--- config.mk ---
export PLATFORM = sky130hd
export DESIGN_NAME = mipi_csi_rx_frame_ctrl
export DESIGN_NICKNAME = d
export VERILOG_FILES = /design/src/rtl/mipi_csi_rx_pkg.sv /design/src/rtl/mipi_csi_rx_payload_counter.sv /design/src/rtl/mipi_csi_rx_frame_ctrl.sv
export SDC_FILE = /design/constraint.sdc
export NUM_CORES = 1
export LEC_CHECK = 0
export ABC_AREA = 1
export BUFFER_PORTS_ARGS = -buffer_cell sky130_fd_sc_hd__buf_2
export CAP_MARGIN = 20
export CORE_ASPECT_RATIO = 0.75
export CORE_MARGIN = 8
export CORE_UTILIZATION = 30
export CTS_CLUSTER_SIZE = 25
export DETAILED_ROUTE_END_ITERATION = 6
export SYNTH_ARGS = -nofsm -noshare
export SYNTH_HDL_FRONTEND = slang
export SYNTH_SLANG_ARGS = --single-unit
--- constraint.sdc ---
create_clock -name clk_i -period 2.1 [get_ports clk_i]
set_input_delay 0 -clock clk_i [delete_from_list [all_inputs] [get_ports clk_i]]
set_output_delay 0 -clock clk_i [all_outputs]
set_load 0.01 [all_outputs]
--- src/rtl/mipi_csi_rx_pkg.sv ---
// Shared constants for the CSI-2 receive frame controller: packet type codes,
// controller state encoding and error flag bit positions.
package mipi_csi_rx_pkg;

    localparam logic [2:0] PKT_FS       = 3'd0;
    localparam logic [2:0] PKT_FE       = 3'd1;
    localparam logic [2:0] PKT_LS       = 3'd2;
    localparam logic [2:0] PKT_LE       = 3'd3;
    localparam logic [2:0] PKT_LONG_MIN = 3'd4;

    localparam logic [1:0] ST_IDLE  = 2'd0;
    localparam logic [1:0] ST_FRAME = 2'd1;
    localparam logic [1:0] ST_LINE  = 2'd2;
    localparam logic [1:0] ST_ABORT = 2'd3;

    localparam int ERR_SHORT   = 0;
    localparam int ERR_LONG    = 1;
    localparam int ERR_TIMEOUT = 2;
    localparam int ERR_OVF     = 3;

    // Number of 16-bit beats carrying a payload of len bytes (rounded up).
    function automatic logic [15:0] len_to_words(input logic [15:0] len);
        return (len >> 1) + {15'd0, len[0]};
    endfunction

endpackage

--- src/rtl/mipi_csi_rx_payload_counter.sv ---
// Tracks the remaining payload words of one long packet. The start beat is
// consumed in the same cycle as the load, so the stored count excludes it.
module mipi_csi_rx_payload_counter
    import mipi_csi_rx_pkg::*;
(
    input  logic        clk_i,
    input  logic        reset_n_i,
    input  logic        load_i,
    input  logic        active_i,
    input  logic        valid_i,
    input  logic [15:0] len_i,
    output logic        beat_o,
    output logic [1:0]  byte_en_o,
    output logic        line_done_o,
    output logic        err_short_o,
    output logic        err_long_o
);

    logic [15:0] words_left_q, words_left_d;
    logic        odd_q, odd_d;
    logic [15:0] total;

    // Load on packet start, count down on each beat, flag early or late end.
    always_comb begin
        total        = len_to_words(len_i);
        words_left_d = words_left_q;
        odd_d        = odd_q;
        beat_o       = 1'b0;
        byte_en_o    = 2'b11;
        line_done_o  = 1'b0;
        err_short_o  = 1'b0;
        err_long_o   = 1'b0;
        if (load_i) begin
            odd_d = len_i[0];
            if (total == 16'd0) begin
                line_done_o  = 1'b1;
                words_left_d = 16'd0;
            end else begin
                beat_o       = 1'b1;
                words_left_d = total - 16'd1;
                if (total == 16'd1 && len_i[0]) byte_en_o = 2'b01;
            end
        end else if (active_i) begin
            if (!valid_i) begin
                line_done_o = 1'b1;
                err_short_o = (words_left_q != 16'd0);
            end else if (words_left_q == 16'd0) begin
                line_done_o = 1'b1;
                err_long_o  = 1'b1;
            end else begin
                beat_o       = 1'b1;
                words_left_d = words_left_q - 16'd1;
                if (words_left_q == 16'd1 && odd_q) byte_en_o = 2'b01;
            end
        end
    end

    // Remaining-word register.
    always_ff @(posedge clk_i or negedge reset_n_i) begin
        if (!reset_n_i) begin
            words_left_q <= 16'd0;
            odd_q        <= 1'b0;
        end else begin
            words_left_q <= words_left_d;
            odd_q        <= odd_d;
        end
    end

endmodule

--- src/rtl/mipi_csi_rx_frame_ctrl.sv ---
// Frame/line sequencing after the CSI-2 packet decoder.
//   state    | meaning
//   IDLE     | waiting for frame start, other packets ignored
//   FRAME    | inside a frame, between lines; idle timer running
//   LINE     | forwarding payload beats of a long packet
//   ABORT    | timeout recovery, decoder held in re-arm for 2 cycles
module mipi_csi_rx_frame_ctrl
    import mipi_csi_rx_pkg::*;
#(
    parameter int TIMEOUT_CYCLES = 4096,
    parameter int MAX_LINES      = 4095,
    parameter int LINE_CNT_W     = 12,
    parameter int FRAME_CNT_W    = 16
) (
    input  logic                   clk_i,
    input  logic                   reset_n_i,
    input  logic                   pkt_valid_i,
    input  logic [15:0]            pkt_data_i,
    input  logic [15:0]            pkt_length_i,
    input  logic [2:0]             pkt_type_i,
    output logic                   dec_rst_n_o,
    output logic                   frame_valid_o,
    output logic                   line_valid_o,
    output logic [15:0]            data_o,
    output logic                   data_valid_o,
    output logic [1:0]             byte_en_o,
    output logic [LINE_CNT_W-1:0]  line_count_o,
    output logic [FRAME_CNT_W-1:0] frame_count_o,
    output logic [3:0]             err_o
);

    localparam int                    TMR_W    = $clog2(TIMEOUT_CYCLES + 1);
    localparam logic [TMR_W-1:0]      TMR_LOAD = TMR_W'(TIMEOUT_CYCLES - 1);
    localparam logic [LINE_CNT_W-1:0] LINE_MAX = LINE_CNT_W'(MAX_LINES);

    logic [1:0]             state_q, state_d;
    logic                   valid_prev_q;
    logic [TMR_W-1:0]       tmr_q, tmr_d;
    logic                   abort_tmr_q, abort_tmr_d;
    logic                   frame_valid_q, frame_valid_d;
    logic [LINE_CNT_W-1:0]  line_count_q, line_count_d;
    logic [FRAME_CNT_W-1:0] frame_count_q, frame_count_d;
    logic [3:0]             err_q, err_d;
    logic [15:0]            data_q;
    logic                   data_valid_q;
    logic [1:0]             byte_en_q;
    logic                   dec_arm_q, dec_rst_n_q, dec_rst_n_d;

    logic       pkt_start, pkt_end, is_long, timeout, line_inc;
    logic       pc_beat, pc_line_done, pc_err_short, pc_err_long;
    logic [1:0] pc_byte_en;

    assign pkt_start = pkt_valid_i & ~valid_prev_q;
    assign pkt_end   = ~pkt_valid_i & valid_prev_q;
    assign is_long   = (pkt_type_i >= PKT_LONG_MIN);
    assign timeout   = (state_q == ST_FRAME) && !pkt_valid_i && (tmr_q == '0);

    mipi_csi_rx_payload_counter u_payload_counter (
        .clk_i       (clk_i),
        .reset_n_i   (reset_n_i),
        .load_i      ((state_q == ST_FRAME) && pkt_start && is_long),
        .active_i    (state_q == ST_LINE),
        .valid_i     (pkt_valid_i),
        .len_i       (pkt_length_i),
        .beat_o      (pc_beat),
        .byte_en_o   (pc_byte_en),
        .line_done_o (pc_line_done),
        .err_short_o (pc_err_short),
        .err_long_o  (pc_err_long)
    );

    // Next-state, framing counters and sticky error flags.
    always_comb begin
        state_d       = state_q;
        abort_tmr_d   = abort_tmr_q;
        frame_valid_d = frame_valid_q;
        line_count_d  = line_count_q;
        frame_count_d = frame_count_q;
        err_d         = err_q;
        line_inc      = 1'b0;
        // Any valid beat (including one coinciding with expiry) restarts the idle timer.
        if (state_q != ST_FRAME || pkt_valid_i) tmr_d = TMR_LOAD;
        else if (tmr_q != '0)                    tmr_d = tmr_q - 1'b1;
        else                                     tmr_d = tmr_q;
        case (state_q)
            ST_IDLE: begin
                if (pkt_start && pkt_type_i == PKT_FS) begin
                    state_d       = ST_FRAME;
                    frame_valid_d = 1'b1;
                    line_count_d  = '0;
                    err_d         = '0;
                end
            end
            ST_FRAME: begin
                if (pkt_start) begin
                    if (is_long) begin
                        line_inc = pc_line_done;
                        if (!pc_line_done) state_d = ST_LINE;
                    end else if (pkt_type_i == PKT_FE) begin
                        state_d       = ST_IDLE;
                        frame_valid_d = 1'b0;
                        frame_count_d = frame_count_q + 1'b1;
                    end else if (pkt_type_i == PKT_FS) begin
                        err_d[ERR_OVF] = 1'b1;
                        line_count_d   = '0;
                    end
                end else if (timeout) begin
                    err_d[ERR_TIMEOUT] = 1'b1;
                    state_d            = ST_ABORT;
                    frame_valid_d      = 1'b0;
                    abort_tmr_d        = 1'b1;
                end
            end
            ST_LINE: begin
                if (pc_line_done) begin
                    line_inc = 1'b1;
                    state_d  = ST_FRAME;
                    if (pc_err_short) err_d[ERR_SHORT] = 1'b1;
                    if (pc_err_long)  err_d[ERR_LONG]  = 1'b1;
                end
            end
            ST_ABORT: begin
                if (abort_tmr_q == 1'b0) state_d = ST_IDLE;
                else                     abort_tmr_d = 1'b0;
            end
            default: state_d = ST_IDLE;
        endcase
        if (line_inc) begin
            if (line_count_q == LINE_MAX) err_d[ERR_OVF] = 1'b1;
            else                          line_count_d = line_count_q + 1'b1;
        end
        dec_rst_n_d = dec_arm_q & ~pkt_end & (state_d != ST_ABORT);
    end

    // State, counters and registered output stage.
    always_ff @(posedge clk_i or negedge reset_n_i) begin
        if (!reset_n_i) begin
            state_q       <= ST_IDLE;
            valid_prev_q  <= 1'b0;
            tmr_q         <= '0;
            abort_tmr_q   <= 1'b0;
            frame_valid_q <= 1'b0;
            line_count_q  <= '0;
            frame_count_q <= '0;
            err_q         <= '0;
            data_q        <= '0;
            data_valid_q  <= 1'b0;
            byte_en_q     <= '0;
            dec_arm_q     <= 1'b0;
            dec_rst_n_q   <= 1'b0;
        end else begin
            state_q       <= state_d;
            valid_prev_q  <= pkt_valid_i;
            tmr_q         <= tmr_d;
            abort_tmr_q   <= abort_tmr_d;
            frame_valid_q <= frame_valid_d;
            line_count_q  <= line_count_d;
            frame_count_q <= frame_count_d;
            err_q         <= err_d;
            data_q        <= pc_beat ? pkt_data_i : data_q;
            data_valid_q  <= pc_beat;
            byte_en_q     <= pc_beat ? pc_byte_en : 2'b00;
            dec_arm_q     <= 1'b1;
            dec_rst_n_q   <= dec_rst_n_d;
        end
    end

    assign dec_rst_n_o   = dec_rst_n_q;
    assign frame_valid_o = frame_valid_q;
    assign line_valid_o  = data_valid_q;
    assign data_o        = data_q;
    assign data_valid_o  = data_valid_q;
    assign byte_en_o     = byte_en_q;
    assign line_count_o  = line_count_q;
    assign frame_count_o = frame_count_q;
    assign err_o         = err_q;

endmodule

## After elaboration in Yosys (flattened, before gate mapping)

Cells that the tools add are included.

| word-level totals | value |
|---|---|
| input bits | 38 |
| bits in registers | 88 |

| operators by class | value |
|---|---|
| reductions and logical operators | 29 |
| $lt $le $gt $ge | 1 |
| equality and inequality tests | 19 |
| mux-type cells | 73 |
| $add $sub $neg | 6 |
| bitwise logic cells | 8 |

Operators by type and width:

| operator | number |
|---|---|
| two-way mux 12 bit | 7 |
| two-way mux 16 bit | 5 |
| two-way mux 1 bit | 34 |
| two-way mux 2 bit | 17 |
| equality test 16 x 1 -> 1 bit, second input constant | 2 |
| logical NOT 16 bit | 2 |
| subtractor 16 x 1 -> 16 bit, second input constant | 2 |
| two-way mux 13 bit | 2 |
| one-hot mux 12 bit (2 select lines) | 1 |
| adder 15 x 1 -> 16 bit | 1 |
| adder 16 x 1 -> 16 bit, second input constant | 1 |
| AND reduction 4 bit | 4 |
| nonzero test 16 bit | 1 |
| != test 2 bit, second input constant | 7 |
| logical NOT 13 bit | 1 |
| nonzero test 13 bit | 1 |
| subtractor 13 x 1 -> 13 bit, second input constant | 1 |
| adder 12 x 1 -> 12 bit, second input constant | 1 |
| equality test 12 bit, second input constant | 1 |
| nonzero test 2 bit | 6 |
| one-hot mux 2 bit (2 select lines) | 2 |
| one-hot mux 2 bit (4 select lines) | 1 |
| logical AND 1 bit | 7 |
| != test 3 bit, second input constant | 2 |
| 16 further kinds | 27 |

## Longest topological paths before layout

Gate-level depths: netlist of run 1.

| depth | value |
|---|---|
| depth in word-level cells | 11 |
| gate-level depth with buffers | 17 |

## By module

A second synthesis of run 1 with hierarchy kept.

| second synthesis, totals | value |
|---|---|
| cells, all modules | 781 |
| area total of the unflattened synthesis | 5869.4 sq um |

Modules (own cells, without submodules):

| module | sequential area each (sq um) | area an instance (sq um) | instances | cells each |
|---|---|---|---|---|
| mipi_csi_rx_frame_ctrl | 1776.7 | 3689.8 | 1 | 422 |
| mipi_csi_rx_payload_counter | 425.4 | 2179.6 | 1 | 359 |

## Least setup slack after synthesis of run 1

No wires, ideal clock.

| path | value |
|---|---|
| kind | reg2reg |
| from | reg state_q[1] |
| to | reg frame_count_q[15] (netlist: frame_count_o[15]) |
| required time | 1.976 ns |
| period minus slack after synthesis | 2.268 ns |
| cell stages (with the launch flop) | 14 |
| path buffers | 1 |
| arrival time | 2.144 ns |
| slack | -0.168 ns |
| cell sequence | dfrtp_1 -> inv_1 -> ha_1 -> clkbuf_1 -> nand3_1 -> nor3_2 -> nand2_1 -> nor2_2 -> nand3_1 -> nor3_2 -> nand2_1 -> nor2_1 -> nand3_1 -> xnor2_1 |

| on the way | value |
|---|---|
| cells in the longest elaborated chain, start to end | 2 |

RTL lines:

| item | RTL line | text |
|---|---|---|
| start, declared | mipi_csi_rx_frame_ctrl.sv:36 | `logic [1:0] state_q, state_d;` |
| start signal, assigned | mipi_csi_rx_frame_ctrl.sv:152 | `state_q <= state_d;` |
| equality test 2 x 1 -> 1 bit | mipi_csi_rx_frame_ctrl.sv:85 | `case (state_q)` |
| AND reduction 4 bit (no source line) | -- |  |
| end signal, assigned | mipi_csi_rx_frame_ctrl.sv:158 | `frame_count_q <= frame_count_d;` |
| end, declared | mipi_csi_rx_frame_ctrl.sv:42 | `logic [FRAME_CNT_W-1:0] frame_count_q, frame_count_d;` |

Every way passes these cells.
A chain may end at the register's enable or synchronous reset.

## Worst setup path after layout of run 1

| path | value |
|---|---|
| from | reg u_payload_counter.words_left_q[11] |
| to | reg u_payload_counter.words_left_q[5] |

| on the way | value |
|---|---|
| cells in the longest elaborated chain, start to end | 3 |

RTL lines:

| item | RTL line | text |
|---|---|---|
| start, declared | mipi_csi_rx_payload_counter.sv:19 | `logic [15:0] words_left_q, words_left_d;` |
| start signal, assigned | mipi_csi_rx_payload_counter.sv:64 | `words_left_q <= words_left_d;` |
| logical NOT 16 bit | mipi_csi_rx_payload_counter.sv:47 | `end else if (words_left_q == 16'd0) begin` |
| != test 2 x 1 -> 1 bit (no source line) | -- |  |
| AND reduction 3 bit (no source line) | -- |  |

Every way passes these cells.

==> results of run 1 <==
[worst max path at each step]
stage                                       startpoint                                  to  depth (start not counted)
floorplan                                   state_q[1]                   frame_count_o[15]                         13
finish              u_payload_counter.words_left_q[11]   u_payload_counter.words_left_q[5]                         13
detailed placement                     pkt_length_i[0]                     line_count_o[4]                         16
CTS                  u_payload_counter.words_left_q[8]  u_payload_counter.words_left_q[12]                         13
global placement                       pkt_length_i[0]                     line_count_o[4]                         16
global route        u_payload_counter.words_left_q[11]   u_payload_counter.words_left_q[5]                         13
[report_power, final]
| part | total, uW | switching (uW) | internal [uW] |
|---|---|---|---|
| sequential | 2550 | 389 | 2160 |
| combinational | 2930 | 1550 | 1380 |
| clock | 1580 | 668 | 911 |
[layout by cell type, fill, tap and decap left out, types with 3 or more instances in the layout]
cell           instances
or2_2                  3
o21ai_1                5
inv_2                 11
buf_2                 90
nor3_2                 6
ha_4                   3
nand3_1               26
ha_1                   9
mux2_2                 8
nand4_1               13
clkinvlp_4             4
a31oi_1               10
nor3_4                 3
dlygate4sd3_1         19
o21ai_0               32
nand3_2               10
a21oi_1               22
nor2_1                61
nand2_1              119
nor3_1                25
buf_6                  5
a22oi_1                7
nor2_4                 4
clkbuf_16              9
nor2_2                17
mux2_4                 8
nand3b_1               3
o22ai_1                3
inv_1                 88
o31ai_1                3
xnor2_1                9
nand2_2               11
buf_4                 94
xor2_1                19
a2bb2oi_1              4
dfrtp_1               87
[cell families (layout without fill, tap and decap cells)]
group,count (synthesis),in the layout,synth area share
multiplexers,17,17,0.04082
buffers and inverters,108,325,0.07862
XOR/XNOR,28,28,0.04546
AO/OA/AOI/OAI,102,102,0.1153
AND/OR/NAND/NOR,317,317,0.2855
other,1,1,0.0006951
adder cells (fa/ha/maj),13,13,0.03015
flip-flops,87,87,0.4035
[per-stage QoR]
step / setup TNS (ps) / instance area, um^2 / total power, uW / util
2_1_floorplan: -34.39 / 5446 / 4126 / -
3_3_place_gp: -2937 / 6807 / 5233 / 0.3855
3_5_place_dp: -4949 / 6807 / 5265 / 0.3855
4_1_cts: 0 / 7340 / 6976 / 0.4157
5_1_grt: -232.9 / 7571 / 7607 / 0.4288
6_report: 0 / 7571 / 7063 / 0.4288
[tightest hold or removal path, cell delays in order]
cell and delay [ps]:
buf_2 90, nor3_1 40, nand2_1 120, o221ai_1 130
[metal layers]
| layer | wire [um] | part of all wire |
|---|---|---|
| met3 | 557 | 0.039 |
| met2 | 6155 | 0.43 |
| met4 | 69 | 0.0048 |
| met1 | 7675 | 0.53 |
| met5 | 0 | 0 |
[flip-flops by register name, summed over array words and instances, names as in the netlist, 2 cells and up]
name                            flops
byte_en_o                           2
data_o                             16
err_o                               4
frame_count_o                      16
line_count_o                       12
state_q                             2
tmr_q                              13
u_payload_counter.words_left_q     16
[final cells by class]
cell class              count  area (um^2)
well taps                 242        302.8
multi-input cells         478         2982
inverters                 100        379.1
fillers                  1774        10090
clock buffers               9        225.2
clock inverters             6        62.56
flip-flops and latches     87         2177
repair buffers            210         1443
[timing repair]
item                                   CTS  global route
pin swaps                                1            13
hold buffers                            19             0
resized for setup                        5            43
setup endpoints to repair               27            39
setup buffers                            2            12
endpoints found under the hold margin   46             0
==> results.md, run 1 <==
- Outcome: completed
- Cell taking the most area after synthesis: dfrtp_1
- Family with the most delay on the worst path: simple AND/OR/NAND/NOR gates
- Worst EP required: approximately 2300 ps
- Distinct cell type count after synthesis: between 50 and 60
- Ant. Diodes: 0
- Peak Freq: approximately 500 MHz
- Syn_nets: a little over 700
- PD cells: between 900 and 1000 nW/um^2
- Non-filler instance count after layout: approximately 1100
- Clock skew: slightly below 9 ps
- Worst Hold Class: in2reg
- Via/cell ratio: between 4 and 5
- WHS: ~100 ps
- Pre-CTS setup slack: -232.3 ps
- GRT overflow: 0
- Total core area: about 18000 um^2
- FFs w/ async S/R, synth: 1.000
- Root buffer cell: clkbuf_16
- Chip width: ~170 um
- DRC viols: 0
- Crit-path max cell delay: 390 ps
- Post-synth top cells: nand2_1 (121), inv_1 (98), dfrtp_1 (87)
- First-pass GRT wire length: between 20 and 25 mm
- Vias in the first global route: ~5000
- H-tree depth: 3
- RePlAce Congestion: around 0.8
- Synthesized instance count: between 600 and 700
- CTS sink count: between 80 and 90
- Syn Area/Cell: 8.017 um^2
- Max-Cap Viols: 0
- Period Utilization, post-route: 0.9561
- YS warnings: 0
- DR pass1 iterations: 4
- Clk Latency, worst-skew pair: around 340 ps
- Total GRT Usage: 0.1297
- Clock tree buffer depth: 2
- Die Area: between 20000 and 25000 um^2
- Kind of critical path: reg2reg
- Synth Register Bits: 87
- Global route hottest layer: met1
- Vias post-DR: roughly 5200
- Synth Flop Type: dfrtp_1
- Placed Cells: 1084
- Hold Crit Depth: 4
- Post-synth top area share: 0.4035
- Final ANT Viol Nets: 0
- Post-DP HPWL: between 10 and 15 mm
- # setup viols final: 0
- Wire per inst: approximately 13 um
- Worst setup SP type: flop
- IO Pins: between 90 and 100
- Crit Path Max Fanout: 6
- Hold Crit Endpoint: err_o[3]
- Fin. Hold Viols: 0
- RSZ-0062 raised after global routing: yes
- Rows: 42
- Nets: 937
- Tmin final: 2008 ps
- Synth area leaders: dfrtp_1 (40%), nand2_1 (8.4%), inv_1 (6.8%), nor2_1 (5.1%), xor2_1 (3.1%)
- Crit path top cell by count: inv_2
- GR Util met1: 0.1901
- PortBufs: 91
- Register area share after synthesis: 0.4035
- CTS tree: done
- Worst setup margin: 92.29 ps
- Reg2reg end: u_payload_counter.words_left_q[5]
- Crit-path cells: inv_2 -> nand2_1 -> nor2_2 -> nand3_2 -> nand3b_1 -> nand3_2 -> buf_6 -> inv_2 -> nor2_2 -> inv_2 -> buf_6 -> nor2_1 -> a21oi_1
- Min-Delay Startpoint: pkt_type_i[0]
- Initial Util: 0.3056
- Largest net degree at the start of global routing: 60
- Depth of the worst register-to-register path: 13
- Die height: approximately 130 um
- Total Routed Length: roughly 14 mm
- Grt met2 use: 0.1871
- Initial DRC Count: roughly 270
- Layout cell share with drive strength beyond 1: 0.3416
- Initial antenna violation count: 0
- Clock Pin Slew Worst Setup and Hold Paths: ~60 ps
- Most common cell in the netlist: nand2_1
- Endpoint class of the critical path: flop
- EDFF count, synth: 0
- Met3 Use GR: 0.03411
- Crit path arrival time: 2220 ps
- Crit path buf inv count: 5
- Synthesis-to-layout area growth: 40.33%
- Slowest CP cell: dfrtp_1
- Synthesized area: between 5000 and 6000 um^2
- Final Max Slew Viols: 0
- Total CTS buffers: 9
- Worst r2r src: u_payload_counter.words_left_q[11]
- Flop-to-flop setup slack: a little over 90 ps
- Worst vdd ir: around 0.00056 V
- Static leakage: between 0.003 and 0.004 uW
Power figures use the tool's default switching activity.
==> run 2, diff against run 1 <==
Settings changed: BUFFER_PORTS_ARGS -buffer_cell sky130_fd_sc_hd__buf_2 to not set, CORE_ASPECT_RATIO 0.75 to 1.4, DONT_BUFFER_PORTS set to 1, PLACE_DENSITY_LB_ADDON set to 0.12.
==> run 2 against run 1 <==
  * Die area hardly changed
  * Sequential share of layout area grew 1.4 points
  * Fmax grew 3.7%
  * Non-clock buffer count down 85
  * Clock skew increased by 3.5 ps
  * Global-route usage is 0.77 points higher
  * Clock power is 8% higher
  * Routed wire length is 5.5% higher
  * Total power is 1.5% lower
  * Clock-buffer cell count is the same
  * Sequential power grew 5%
  * Critical path depth unchanged
  * Critical path type unchanged
  * Largest cell class unchanged
==> results.md, run 2 (synthesis results as in run 1) <==
- Total CTS buffers: 9
- Crit Path Max Fanout: 11
- Flop-to-flop setup slack: 160 ps
- Total GRT Usage: 0.1374
- RSZ-0062 raised after global routing: yes
- Total Routed Length: about 15 mm
- Root buffer cell: clkbuf_16
- H-tree depth: 3
- Routed metal-1 wirelength: 6.044 mm
- Clock Pin Slew Worst Setup and Hold Paths: 70 ps
- Max-Cap Viols: 0
- # setup viols final: 0
- Family with the most delay on the worst path: simple AND/OR/NAND/NOR gates
- Worst Hold Class: in2reg
- CTS sink count: 87
- Post-DP HPWL: ~12 mm
- Crit-path cells: inv_1 -> nand2_1 -> nor2_2 -> nand3_2 -> nand3b_1 -> nand3_2 -> buf_4 -> inv_1 -> nor2_2 -> inv_2 -> buf_12 -> nor2_1 -> a21oi_1
- Nets: 852
- WL met2: around 8 mm
- Depth of the worst register-to-register path: 13
- Outcome: completed
- Initial DRC Count: about 130
- Final ANT Viol Nets: 0
- DR pass1 iterations: 4
- Slowest CP cell: dfrtp_1
- Reg2reg end: u_payload_counter.words_left_q[3]
- Vias in the first global route: 5019
- First-pass GRT wire length: around 25 mm
- Routed wl met3: 719 um
- Clock power share: 0.246
- Setup TNS: 0 ps
- PD cells: 961.7 nW/um^2
- Worst vdd ir: 0.0003946 V
- Reg area: 2177 um^2
- Final Max Slew Viols: 0
- Total core area: 17780 um^2
- CP startpoint: u_payload_counter.words_left_q[8]
- Comb pwr share: 0.367
- Kind of critical path: reg2reg
- Tmin final: just under 2000 ps
- Period Utilization, post-route: 0.9218
- Worst setup path endpoint: u_payload_counter.words_left_q[3]
- Clock tree buffer depth: 2
- Post-place instance area: between 6000 and 7000 um^2
- Crit-path max cell delay: between 300 and 400 ps
- Cell-internal power: 4314 uW
- Critical path depth: 13
- IO Pins: 92
- Vias post-DR: slightly below 5000
- Worst r2r src: u_payload_counter.words_left_q[8]
- Sw frac: 0.3796
- Most common cell after layout, fill and taps aside: nand2_1
- Psw: between 2000 and 3000 uW
- GRT overflow: 0
- Initial Util: 0.3034
- Worst EP required: approximately 2300 ps
- Crit path buf inv count: 5
- PortBufs: 0
- DRC viols: 0
- Static leakage: ~0.0033 uW
- Layout cell share with drive strength beyond 1: 0.2742
- Peak Freq: 516.6 MHz
- Die Area: around 23000 um^2
- Largest net degree at the start of global routing: slightly below 90
- Fin. Hold Viols: 0
- WHS: slightly below 9 ps
- Flop pwr share: 0.387
- Clock skew: ~12 ps
- Ant. Diodes: 0
- Most frequent cells in the layout: nand2_1 (117), buf_4 (96), inv_1 (89), dfrtp_1 (87), nor2_1 (61)
- Initial antenna violation count: 0
- Worst setup SP type: flop
- Endpoint class of the critical path: flop
- FILL cells: about 1800
- Via/cell ratio: ~4.7
- Die height: roughly 170 um
- CTS tree: done
- Rows: between 50 and 60
- Wire per inst: about 15 um
- Synthesis-to-layout area growth: 34.02%
- Top Metal Used: met4
- Chip width: between 100 and 150 um
- Fin area: 7231 um^2
- Crit path arrival time: 2150 ps
- RePlAce Congestion: approximately 0.8
- Area of the multi-input gates: 3014 um^2
- Final Util: 0.4067
- Clk Latency, worst-skew pair: between 300 and 400 ps
==> run 2: per-layer routing <==
metal,global-route usage,vias to the layer above
li1,-,2481
met4,0.05799,0
met2,0.2503,92
met3,0.02685,22
met1,0.1492,2347
met5,0,-
==> run 2: cell type report <==
cell class                 count  area share
inverter                     100     0.05226
clock buffer                   9     0.03115
multi-input combinational    478      0.4169
tap                          240     0.04153
timing repair buffer         125      0.1452
sequential                    87      0.3011
clock inverter                 7     0.01194
==> run 2: worst min path at each step <==
stage                               start          endpoint  slack, ps  cells past startpoint
after floorplan                 reset_n_i       abort_tmr_q       -300                      0
after detailed placement        reset_n_i  frame_count_o[0]       -290                      0
after global routing        pkt_type_i[1]  frame_count_o[1]         20                      5
final                     pkt_length_i[0]      byte_en_o[1]          9                      3
after CTS                   pkt_type_i[1]  frame_count_o[1]          3                      5
after global placement          reset_n_i  frame_count_o[2]       -290                      0
==> run 2: stage by stage <==
| stage | setup WS (ps) | total power, uW | std cells |
|---|---|---|---|
| after global routing | -34.91 | 7431 | 1046 |
| after CTS | -7.021 | 6864 | 1035 |
| after global placement | -80.91 | 4974 | 992 |
| final | 164.1 | 6954 | 1046 |
| after detailed placement | -85.88 | 5019 | 992 |
| after floorplan | -34.39 | 4126 | 673 |
==> run 2: repair_timing <==
| action | 4_1_cts | 5_1_grt |
|---|---|---|
| setup buffers | 2 | 10 |
| hold buffers | 25 | 1 |
| endpoints found under the hold margin | 110 | 1 |
| pin swaps | 2 | 20 |
| resized for setup | 3 | 51 |
| endpoints found under the setup margin | 16 | 38 |
==> run 2: tightest hold or removal path, delay by kind of cell <==
family | cells | cell delay (ps)
and+or+nand+nor | 2 | 150
AOI/OAI and AO/OA | 1 | 160
==> run 2: power groups by stage <==
stage	Sequential, uW	Combinational (uW)	Clock (uW)
5_1_grt	2760	2850	1820
3_3_place_gp	2710	2270	0
3_5_place_dp	2710	2310	0
4_1_cts	2690	2420	1760
2_1_floorplan	2640	1490	0
6_report	2690	2550	1710
==> run 3, diff against run 2 <==
Settings changed: CORE_UTILIZATION 30 to 58.
==> run 3 against run 2 <==
  * The flow now finishes with violations (negative hold slack)
  * First-iteration DRC count grew 47%
  * Core utilization up 35 points
  * Clock power decreased by 2%
  * Flip-flop and latch count unchanged
  * Cell count fell by 15%
  * Register-to-register slack got worse by 150 ps
  * Critical path type unchanged
  * Largest power group unchanged
==> results.md, run 3 (synthesis results as in run 1) <==
- Clock tree buffer depth: 2
- Initial Util: 0.5976
- Max-Cap Viols: 0
- Root buffer cell: clkbuf_16
- Worst r2r src: u_payload_counter.words_left_q[13]
- IO Pins: 92
- Pre-CTS setup slack: -132.8 ps
- Chip width: between 90 and 100 um
- PortBufs: 0
- RSZ-0062 raised after global routing: yes
- CTS tree: done
- Worst vdd ir: 0.0007805 V
- Min-Delay Startpoint: pkt_valid_i
- Vias post-DR: between 4000 and 5000
- Layout cell share with drive strength beyond 1: 0.2474
- Nets: 830
- Static leakage: between 0.003 and 0.004 uW
- Worst setup SP type: flop
- DRC viols: 0
- Placed Cells: about 840
- Most common cell after layout, fill and taps aside: nand2_1
- Rows: 41
- Initial antenna violation count: 0
- Endpoint class of the critical path: flop
- Worst setup margin: 18.68 ps
- Die height: between 100 and 150 um
- Peak Freq: 480.5 MHz
- Post-DP HPWL: 10.18 mm
- Via/cell ratio: 5.581
- Hold Crit Depth: 1
- WHS: -13.52 ps
- Vias in the first global route: 4949
- Synthesis-to-layout area growth: 27.27%
- Clock Pin Slew Worst Setup and Hold Paths: roughly 60 ps
- Clk Latency, worst-skew pair: between 300 and 400 ps
- Area of the multi-input gates: roughly 3000 um^2
- Clock skew: about 7.3 ps
- Depth of the worst register-to-register path: 10
- Non-filler instance count after layout: between 800 and 900
- Final Max Slew Viols: 0
- Crit Path Max Fanout: 7
- Worst EP required: between 2000 and 2500 ps
- GRT overflow: 0
- DR pass1 iterations: 5
- FILL cells: 680
- Wire per inst: 15.67 um
- Most frequent cells in the layout: nand2_1 (117), inv_1 (89), dfrtp_1 (87), buf_4 (76), nor2_1 (64)
- Total CTS buffers: 9
- RePlAce Congestion: 0.8860
- Period Utilization, post-route: 0.9911
- Total core area: between 9000 and 10000 um^2
- Die Area: roughly 13000 um^2
- Initial DRC Count: 190
- Crit path arrival time: roughly 2400 ps
- Worst Hold Class: in2reg
- Outcome: complete, but fails checks
- Flop-to-flop setup slack: approximately 19 ps
- PD cells: just over 1000 nW/um^2
- Final Util: 0.7605
- Failing checks: negative hold slack
- CTS sink count: 87
- First-pass GRT wire length: between 20 and 25 mm
- # setup viols final: 0
- Ant. Diodes: 0
- Kind of critical path: reg2reg
- Fin. Hold Viols: 1
- Reg2reg end: line_count_o[8]
- Total GRT Usage: 0.2110
- Reg area: roughly 2200 um^2
- Largest net degree at the start of global routing: between 80 and 90
- Total Routed Length: around 14 mm
- Final ANT Viol Nets: 0
- H-tree depth: 3
- Hold Crit Endpoint: valid_prev_q
- Tmin final: roughly 2100 ps
[run 3: changes by cell type in the layout (fill, tap and decap cells not counted), sizes merged]
cell / change
buf: -21
dlygate4sd3: -3
inv: -4
clkbuf: +2
dlymetal6s4s: +1
clkinv: +2
clkinvlp: +1
[run 3: worst max path at each step]
stage | from | end | cells after the start
6_report | u_payload_counter.words_left_q[13] | line_count_o[8] | 10
5_1_grt | u_payload_counter.words_left_q[13] | line_count_o[8] | 10
4_1_cts | u_payload_counter.words_left_q[8] | line_count_o[8] | 12
3_5_place_dp | u_payload_counter.words_left_q[0] | data_o[6] | 8
3_3_place_gp | u_payload_counter.words_left_q[0] | data_o[7] | 8
2_1_floorplan | state_q[1] | frame_count_o[15] | 13
[run 3: final cells by class]
| class | count | share of cell area |
|---|---|---|
| tap | 107 | 0.01950 |
| clock inverter | 5 | 0.009293 |
| timing repair buffer | 102 | 0.1255 |
| multi-input combinational | 478 | 0.4351 |
| clock buffer | 11 | 0.03681 |
| timing repair inverter | 1 | 0.001093 |
| sequential | 87 | 0.3171 |
| inverter | 100 | 0.05558 |
[run 3: power breakdown]
part / internal, uW / total [uW] / switching, uW
Clock: 999 / 1670 / 671
Combinational: 1180 / 2540 / 1360
Sequential: 2160 / 2710 / 550
[run 3: per-layer routing]
layer | vias up | track usage | share of wire
met4 | 0 | 0.07961 | 0.026
met1 | 2344 | 0.2151 | 0.37
met5 | - | 0 | 0
met2 | 165 | 0.3943 | 0.54
met3 | 34 | 0.06557 | 0.069
li1 | 2430 | - | -
[run 3: metrics by stage]
stage	power, uW	setup TNS (ps)	area, um^2
after floorplan	4126	-34.39	5446
after global placement	4807	-370.1	6040
after detailed placement	4893	-2186	6040
after CTS	6698	-22.44	6639
after global routing	7343	-1192	6867
final	6924	0	6867
[run 3: what timing repair did]
item                       4_1_cts  5_1_grt
resized for setup                2       45
hold endpoints to repair       111        0
gates cloned                     0        1
setup buffers                    1        8
hold buffers                    24        0
pin swaps                        2       18
setup endpoints to repair       25       49
[run 3: critical path, cell delays in order (launching register included)]
cell       delay, ps
dfrtp_1          430
nor3_2           220
nand3_2          170
nor3_2           220
o211ai_1         200
nand2_2          140
nand2_4          100
nor2_8           150
buf_6            120
o21ai_0           80
a2bb2oi_1        180
